--- src/rtl/mem_port_arbiter.sv ---
// mem_port_arbiter: arbitrates a fetch port and a data port onto one
// single-port memory. Data requests normally win over fetch. A transaction
// lasts from the grant edge until the first cycle with m_ready=1, and the
// arbiter then spends at least one cycle in IDLE before the next grant.
// Optional feature: define ARB_STARVE_GUARD_EN to add a 2-bit streak counter.
// After three data grants in a row made while fetch was waiting, fetch is
// served ahead of data.
module mem_port_arbiter (
  input  logic        clk,
  input  logic        rst_n,
  input  logic        if_req,
  input  logic [15:0] if_addr,
  output logic        if_ack,
  output logic [15:0] if_rdata,
  input  logic        d_rd,
  input  logic        d_wr,
  input  logic [15:0] d_addr,
  input  logic [15:0] d_wdata,
  output logic        d_ack,
  output logic [15:0] d_rdata,
  output logic        m_en,
  output logic        m_we,
  output logic [15:0] m_addr,
  output logic [15:0] m_wdata,
  input  logic        m_ready,
  input  logic [15:0] m_rdata,
  output logic        stall_if,
  output logic        err
);

  typedef enum logic [1:0] {
    IDLE    = 2'd0,
    BUSY_IF = 2'd1,
    BUSY_D  = 2'd2
  } state_t;

  state_t      state_r;
  state_t      state_next_s;
  logic        grant_if_s;
  logic        grant_d_s;
  logic        m_en_r;
  logic        m_we_r;
  logic [15:0] m_addr_r;
  logic [15:0] m_wdata_r;
  logic [15:0] if_rdata_r;
  logic [15:0] d_rdata_r;
  logic        err_r;
  logic        if_done_s;
  logic        d_done_s;

`ifdef ARB_STARVE_GUARD_EN
  logic [1:0]  streak_r;
`endif

  // Grant decision, made only while IDLE
  always_comb begin
    grant_if_s = 1'b0;
    grant_d_s  = 1'b0;
    if (state_r == IDLE) begin
`ifdef ARB_STARVE_GUARD_EN
      if (if_req && (streak_r == 2'd3)) begin
        grant_if_s = 1'b1;
      end else if (d_rd || d_wr) begin
        grant_d_s = 1'b1;
      end else if (if_req) begin
        grant_if_s = 1'b1;
      end else begin
        grant_if_s = 1'b0;
      end
`else
      if (d_rd || d_wr) begin
        grant_d_s = 1'b1;
      end else if (if_req) begin
        grant_if_s = 1'b1;
      end else begin
        grant_if_s = 1'b0;
      end
`endif
    end else begin
      grant_if_s = 1'b0;
      grant_d_s  = 1'b0;
    end
  end

  // Next-state logic: grant out of IDLE, return to IDLE on completion
  always_comb begin
    state_next_s = state_r;
    case (state_r)
      IDLE: begin
        if (grant_d_s) begin
          state_next_s = BUSY_D;
        end else if (grant_if_s) begin
          state_next_s = BUSY_IF;
        end else begin
          state_next_s = IDLE;
        end
      end
      BUSY_IF, BUSY_D: begin
        if (m_ready) begin
          state_next_s = IDLE;
        end else begin
          state_next_s = state_r;
        end
      end
      default: state_next_s = IDLE;
    endcase
  end

  // Completion strobes; gated by reset so an abandoned transaction never acks
  always_comb begin
    if_done_s = rst_n && (state_r == BUSY_IF) && m_ready;
    d_done_s  = rst_n && (state_r == BUSY_D) && m_ready;
  end

  // State, command and read-data registers
  always_ff @(posedge clk) begin
    if (!rst_n) begin
      state_r    <= IDLE;
      m_en_r     <= 1'b0;
      m_we_r     <= 1'b0;
      m_addr_r   <= 16'h0000;
      m_wdata_r  <= 16'h0000;
      if_rdata_r <= 16'h0000;
      d_rdata_r  <= 16'h0000;
      err_r      <= 1'b0;
    end else begin
      state_r <= state_next_s;
      m_en_r  <= (state_next_s != IDLE);
      if (grant_d_s) begin
        m_addr_r  <= d_addr;
        m_wdata_r <= d_wdata;
        m_we_r    <= d_wr;
      end else if (grant_if_s) begin
        m_addr_r <= if_addr;
        m_we_r   <= 1'b0;
      end
      if (grant_d_s && d_rd && d_wr) begin
        err_r <= 1'b1;
      end
      if (if_done_s) begin
        if_rdata_r <= m_rdata;
      end
      if (d_done_s) begin
        d_rdata_r <= m_rdata;
      end
    end
  end

`ifdef ARB_STARVE_GUARD_EN
  // Streak of data grants made while fetch was waiting
  always_ff @(posedge clk) begin
    if (!rst_n) begin
      streak_r <= 2'd0;
    end else if (grant_if_s) begin
      streak_r <= 2'd0;
    end else if (grant_d_s) begin
      if (if_req) begin
        streak_r <= streak_r + 2'd1;
      end else begin
        streak_r <= 2'd0;
      end
    end
  end
`endif

  // Output drive: acks and read-data bypass are combinational with m_ready
  always_comb begin
    m_en     = m_en_r;
    m_we     = m_we_r;
    m_addr   = m_addr_r;
    m_wdata  = m_wdata_r;
    err      = err_r;
    if_ack   = if_done_s;
    d_ack    = d_done_s;
    if_rdata = if_done_s ? m_rdata : if_rdata_r;
    d_rdata  = d_done_s ? m_rdata : d_rdata_r;
    stall_if = if_req && !((state_r == BUSY_IF) && m_ready);
  end

endmodule

--- config.mk ---
export PLATFORM = sky130hd
export DESIGN_NAME = mem_port_arbiter
export DESIGN_NICKNAME = d
export VERILOG_FILES = /design/src/rtl/mem_port_arbiter.sv
export SDC_FILE = /design/constraint.sdc
export NUM_CORES = 1
export LEC_CHECK = 0
export ABC_CLOCK_PERIOD_IN_PS = 4000
export CORE_MARGIN = 2
export CORE_UTILIZATION = 43
export CTS_CLUSTER_DIAMETER = 200
export DETAILED_ROUTE_END_ITERATION = 7
export GPL_ROUTABILITY_DRIVEN = 0
export GPL_TIMING_DRIVEN = 0
export PLACE_DENSITY = 0.9
export SYNTH_ARGS = -nofsm -noshare
export SYNTH_HDL_FRONTEND = slang
export SYNTH_SLANG_ARGS = --single-unit
--- constraint.sdc ---
create_clock -name clk -period 4 [get_ports clk]
set_input_delay 0.6 -clock clk [delete_from_list [all_inputs] [get_ports clk]]
set_output_delay 0.6 -clock clk [all_outputs]
set_load 0.01 [all_outputs]
# Yosys cells after proc, flatten, opt, wreduce, memory -nomap -nowiden
# Cells that the tools add are included.
# classes
n_eq_ne	2
n_reduce_logical	14
muxes	15
# op_table
op	n
$mux W16	4
$logic_and A1 B1 Y1	8
$mux W1	8
$mux W2	2
$pmux W2 S2	1
$reduce_bool A2 Y1	2
$eq A2 B1 Y1 const B	1
$eq A2 B2 Y1 const B	1
$logic_not A2 Y1	1
$reduce_or A2 Y1	1
$logic_not A1 Y1	1
$logic_or A1 B1 Y1	1
# word_totals
regBits	69
word_cells	39
output_inout_bits	70
input_bits	70

# Longest topological paths before layout
# Gate-level depths: netlist (run 1).
# depth
ltp_word	7
ltp_mapped	7
ltp_nobuf	5

# Worst setup path after synthesis (run 1)
# No wires, ideal clock.
# synth_timing
path_kind	reg2out
start	reg state_r[0]
end	out d_rdata[10]
n_path_buf	1
arrival_ns	1.253
path_slack_ns	2.147
stages_incl_launch_ff	6
path_cell_list	dfxtp_1 -> inv_1 -> ha_1 -> nand3_4 -> buf_6 -> mux2_4
# synth_between
elab_chain_cells	4
# synth_rtl
element	line	text
start: declaration	37	state_t state_r;
start signal: assignment	127	state_r <= state_next_s;
$eq A2 B2 Y1	112	d_done_s = rst_n && (state_r == BUSY_D) && m_ready;
$logic_and A1 B1 Y1 (2 in a row)	112	
$mux W16	n/a	
end: declaration	20	output logic [15:0] d_rdata,
# No other way between the ends.

# Worst setup path in the final report (run 1)
# layout_timing
start	in rst_n
end	out d_rdata[12]
# layout_between
elab_chain_cells	3
# layout_rtl
element	line	text
start: declaration	10	input logic rst_n,
$logic_and A1 B1 Y1 (2 in a row)	112	
$mux W16	n/a	
# No other way between the ends.

==> results of run 1 <==
[cell type report]
type / instances / area [um2]
clock buffer: 13 / 168.9
buffer: 18 / 85.08
tap: 77 / 96.34
fill: 501 / 1839
clock inverter: 3 / 18.77
inverter: 4 / 15.01
multi-input combinational: 200 / 1354
timing repair buffer: 139 / 1391
sequential: 69 / 1381
[how the worst max path moves through the flow]
stage / startpoint / end / cells past startpoint
finish: rst_n / d_rdata[12] / 5
global route: rst_n / if_rdata[13] / 5
CTS: rst_n / d_rdata[12] / 5
detailed placement: rst_n / if_rdata[7] / 5
global placement: rst_n / d_rdata[7] / 5
floorplan: state_r[0] / d_rdata[10] / 5
[stage by stage]
| step | cells | power (mW) | instance area [um2] | hold WS, ns | utilization, % |
|---|---|---|---|---|---|
| after global placement | 507 | 1.072 | 4323 | 0.4491 | 68.08 |
| after CTS | 523 | 1.611 | 4511 | 0.4669 | 71.03 |
| after floorplan | 291 | 0.8901 | 2835 | 0.4876 | - |
| final | 523 | 1.590 | 4511 | 0.4621 | 71.03 |
| after global routing | 523 | 1.670 | 4511 | 0.4904 | 71.03 |
| after detailed placement | 507 | 1.082 | 4323 | 0.4569 | 68.08 |
[cells by family after synthesis]
kind of cell / after synthesis / synth area share [%]
buffers and inverters: 22 / 3.530
adders and majority gates: 4 / 1.765
muxes: 32 / 15.09
AOI/OAI and AO/OA: 72 / 14.52
and+or+nand+nor: 92 / 16.37
DFF: 69 / 48.72
[power breakdown]
| part | total [mW] | switching (mW) | internal, mW |
|---|---|---|---|
| logic | 0.319 | 0.137 | 0.182 |
| registers | 0.746 | 0.0188 | 0.727 |
| clock network | 0.525 | 0.250 | 0.275 |
[metal layers]
| metal | global-route usage (%) | share of wire (%) |
|---|---|---|
| met4 | 10.25 | 2.8 |
| met2 | 38.71 | 51 |
| met3 | 4.475 | 5.4 |
| met5 | 0 | 0 |
| met1 | 24.43 | 40 |
[sequential cells by signal, indices dropped and copies added (netlist names)]
signal,count
d_rdata_r,16
err,1
if_rdata_r,16
m_addr,16
m_en,1
m_wdata,16
m_we,1
state_r,2
[synth_stat cells (all sizes together)]
| cell type | instances |
|---|---|
| o21ai | 17 |
| nor2b | 2 |
| buf | 4 |
| inv | 4 |
| a21oi | 34 |
| nand3 | 3 |
| dfxtp | 69 |
| a22oi | 1 |
| ha | 4 |
| nor2 | 3 |
| clkbuf | 14 |
| nand2 | 50 |
| a21boi | 18 |
| mux2 | 32 |
| o21a | 1 |
| nand2b | 1 |
| and2 | 33 |
| a31oi | 1 |
[tightest hold or removal path, stage by stage (launching register included)]
cell and delay [ns]:
dfxtp_1 0.31, nand2_1 0.04, a21boi_0 0.06
==> impl_metrics.toml, run 1 <==
[sta]
timing.final.crit_share_pct = 76.88
rsz0062_at_grt = "false"
drv_slew = 0
skew_ns = 0.008826
finalHoldViolCount = 0
worst_pin_slew_ns = 0.4572
fmax_mhz = 325.2
fin_crit_ns = 3.075
slew_headroom_pct = 69.52
setup_viol = 0
fin_setup_tns_ns = 0
timing.final.ws_setup_ns = 0.9246

[critical_path]
critPathBufInv = 3
cp_slowest_stage_delay_ns = 0.66
critPathCaptureType = "output pin"
startpoint_type = "input port"
required_ns = 3.40
crit_top_cell = "clkdlybuf4s50_1"
crit_type = "in2out"
cp_data_arrival_time_ns = 2.48
r2r-end = "m_wdata[14]"
slowest_stage = "clkdlybuf4s50_1"
r2r_slack_ns = 2.18
cp_max_fo = 10
crit_family = "buffers and inverters"
rr_startpoint = "state_r[0]"
path_cells = "clkdlybuf4s50_1, nand3_4, buf_6, mux2_4, clkdlybuf4s50_1"
worst_r2r_path_depth = 6

[final_layout]
fin_nets = 515
drive_gt1_share_pct = 11.88
area_delta_synth_final_pct = 59.09
antennaDiodeCount = 0
mostFrequentLayoutCells = "139 x clkdlybuf4s50_1, 69 x dfxtp_1, 50 x nand2_1"
final_common_cell = "clkdlybuf4s50_1"

[grt]
grt_pass1_vias = 2628
grt_max_degree = 12
grt_overflow = 0
grt_use_total_pct = 21.63
grt_pass1_wl_um = 12320
antenna_found_initial = 0

[detailed_routing]
routedWlPerCell_um = 14.79
first_pass_iters = 4
vias_per_cell = 4.851
vias = 2537
antenna_left = 0
routed_wl_um = 7734
initialDrtViolationCount = 124
drc_errors = 0

[floorplanning]
die_x_um = 85.20
fp-row-count = 29
ioPinCount = 140
start_util_pct = 44.65
core_area_um2 = 6350
fp.dieArea_um2 = 7259
die_y_um = 85.20

[clock_network]
cts_max_path_buffers = 2
root_buffer = "clkbuf_8"
numCtsBuffers = 9
clk_latency_ns = 0.33
cts_tree = "built"
post_cts_buffers = 0
clkSinkCount = 69
ctsResizeCount = 0
path_clk_slew_ns = 0.07
cts_hold_buffers = 0
htree_levels = 3

[yosys]
synth_warnings = 0
ys_seq_area_share_pct = 48.72
syn-num-nets = 365
synth_cell_types = 24
synth_top_cell_area_share_pct = 48.72
ys_ff_latch = 69
synth_largest_area_cell = "dfxtp_1"
syn_area_um2 = 2835
syn_inst = 291
synth_area_per_cell_um2 = 9.743
synth_area_leaders = "dfxtp_1 49%, mux2_4 9.5%, and2_1 7.3%"

[hold_path]
min_from = "m_wdata[4]"
min_to = "m_wdata[4]"
worstHoldPathType = "reg2reg"
holdPathStages = 2

[placed_design]
post-place-ws_ns = 0.9129
place_hpwl_um = 5802
io_buffers = 139

[flow_run]
max_cap_violations = 0

[pwr]
p_leak_nw = 1.844
power.density_nw_per_um2 = 352.4
vdd_drop_max_mv = 0.2597

[outcome]
outcome = "finished, final reports clean"
Note: power is estimated with default switching activity, not from simulation.
==> run 2: changes to the inputs <==
ABC_CLOCK_PERIOD_IN_PS = 3000   (was 4000)
CORE_UTILIZATION = 40   (was 43)
PLACE_DENSITY = 0.85   (was 0.9)
clock period = 3 ns   (was 4 ns; I/O delays follow)
==> impl_metrics.toml, run 2 (synthesis gave the netlist of run 1 again) <==
[sta]
fmax_mhz = 359.7
rsz0062_at_grt = "false"
setup_viol = 0
drv_slew = 0
timing.final.crit_share_pct = 92.68
skew_ns = 0.006909
holdWs_ns = 0.4601
slew_headroom_pct = 69.86
worst_pin_slew_ns = 0.4490
fin_crit_ns = 2.780
finalHoldViolCount = 0
fin_setup_tns_ns = 0

[critical_path]
startpoint_type = "input port"
crit_path_end = "d_rdata[9]"
r2r_slack_ns = 1.23
r2r-end = "m_wdata[14]"
crit_type = "in2out"
rr_startpoint = "state_r[0]"
worst_r2r_path_depth = 6
cp_data_arrival_time_ns = 2.33
cp_max_fo = 10
crit_path_start = "rst_n"
required_ns = 2.55
critPathCaptureType = "output pin"

[floorplanning]
fp-row-count = 30
core_area_um2 = 6832
start_util_pct = 41.50
ioPinCount = 140
die_y_um = 88.19
die_x_um = 88.19
fp.dieArea_um2 = 7777

[clock_network]
root_buffer = "clkbuf_8"
numCtsBuffers = 9
ctsResizeCount = 0
htree_levels = 3
cts_max_path_buffers = 2
clkSinkCount = 69
cts_tree = "built"
post_cts_buffers = 0
cts_hold_buffers = 0
path_clk_slew_ns = 0.07
clk_latency_ns = 0.33

[grt]
grt_pass1_vias = 2550
grt_use_total_pct = 19.56
grt_max_degree = 13
grt_pass1_wl_um = 11810
use_met1_pct = 23.34
use_met2_pct = 33.22
grt_overflow = 0
met3_usage_pct = 7.540
grt.busiest_layer = "met2"
antenna_found_initial = 0

[detailed_routing]
routed_wl_um = 7411
antenna_left = 0
vias = 2538
routedWlPerCell_um = 13.67
vias_per_cell = 4.683
drc_errors = 0
initialDrtViolationCount = 91
first_pass_iters = 4

[pwr]
vdd_drop_max_mv = 0.3120
power.density_nw_per_um2 = 511.2
p_leak_nw = 1.871

[final_layout]
mostFrequentLayoutCells = "139 x clkdlybuf4s50_1, 69 x dfxtp_1, 50 x nand2_1"
fin_nets = 515
final_common_cell = "clkdlybuf4s50_1"
antennaDiodeCount = 0
area_delta_synth_final_pct = 62.40
drive_gt1_share_pct = 12.11

[placed_design]
place_hpwl_um = 5584
io_buffers = 139

[flow_run]
max_cap_violations = 0

[hold_path]
worstHoldPathType = "reg2reg"

[outcome]
outcome = "finished, final reports clean"
==> run 2: worst max-delay path, cell delays in order <==
cell and delay [ns]:
clkdlybuf4s50_1 0.66, nand3_4 0.19, buf_6 0.21, mux2_4 0.31, clkdlybuf4s50_1 0.51
==> run 2: metrics by stage <==
| step | setup WS, ns | cell area (um2) | instances | utilization, % | total power, mW |
|---|---|---|---|---|---|
| after floorplan | 1.297 | 2835 | 291 | - | 1.187 |
| after global placement | 0.2045 | 4347 | 526 | 63.63 | 1.429 |
| after detailed placement | 0.2001 | 4347 | 526 | 63.63 | 1.440 |
| after CTS | 0.1813 | 4604 | 542 | 67.40 | 2.384 |
| after global routing | 0.1349 | 4604 | 542 | 67.40 | 2.463 |
| final | 0.2195 | 4604 | 542 | 67.40 | 2.354 |
==> run 2: final cells by class <==
class                      count  area (um2)
timing repair buffer         139        1391
tap                           96       120.1
sequential                    69        1381
inverter                       4       15.01
clock inverter                 5       106.4
multi-input combinational    200        1354
clock buffer                  11       151.4
buffer                        18       85.08
fill                         570        2227
==> run 2: power breakdown <==
part / internal (mW) / switching [mW] / leakage (nW) / total [mW]
combinational: 0.242 / 0.180 / 1.18 / 0.422
sequential: 0.969 / 0.0253 / 0.565 / 0.994
clock: 0.599 / 0.339 / 0.126 / 0.938
==> run 2: worst min-delay path by stage <==
stage,start,to,slack [ns],cells after the start
finish,m_wdata[3],m_wdata[3],0.46,2
global route,m_wdata[3],m_wdata[3],0.48,2
CTS,m_wdata[10],m_wdata[10],0.47,2
detailed placement,m_wdata[3],m_wdata[3],0.46,2
global placement,m_wdata[6],m_wdata[6],0.45,2
floorplan,m_wdata[10],m_wdata[10],0.49,2
==> run 2: per-layer routing <==
layer,routed length [um],vias up,part of all wire [%]
met5,0,-,0
met4,116,0,1.6
met3,573,12,7.7
met2,3702,97,50
met1,3017,1154,41
li1,-,1275,-
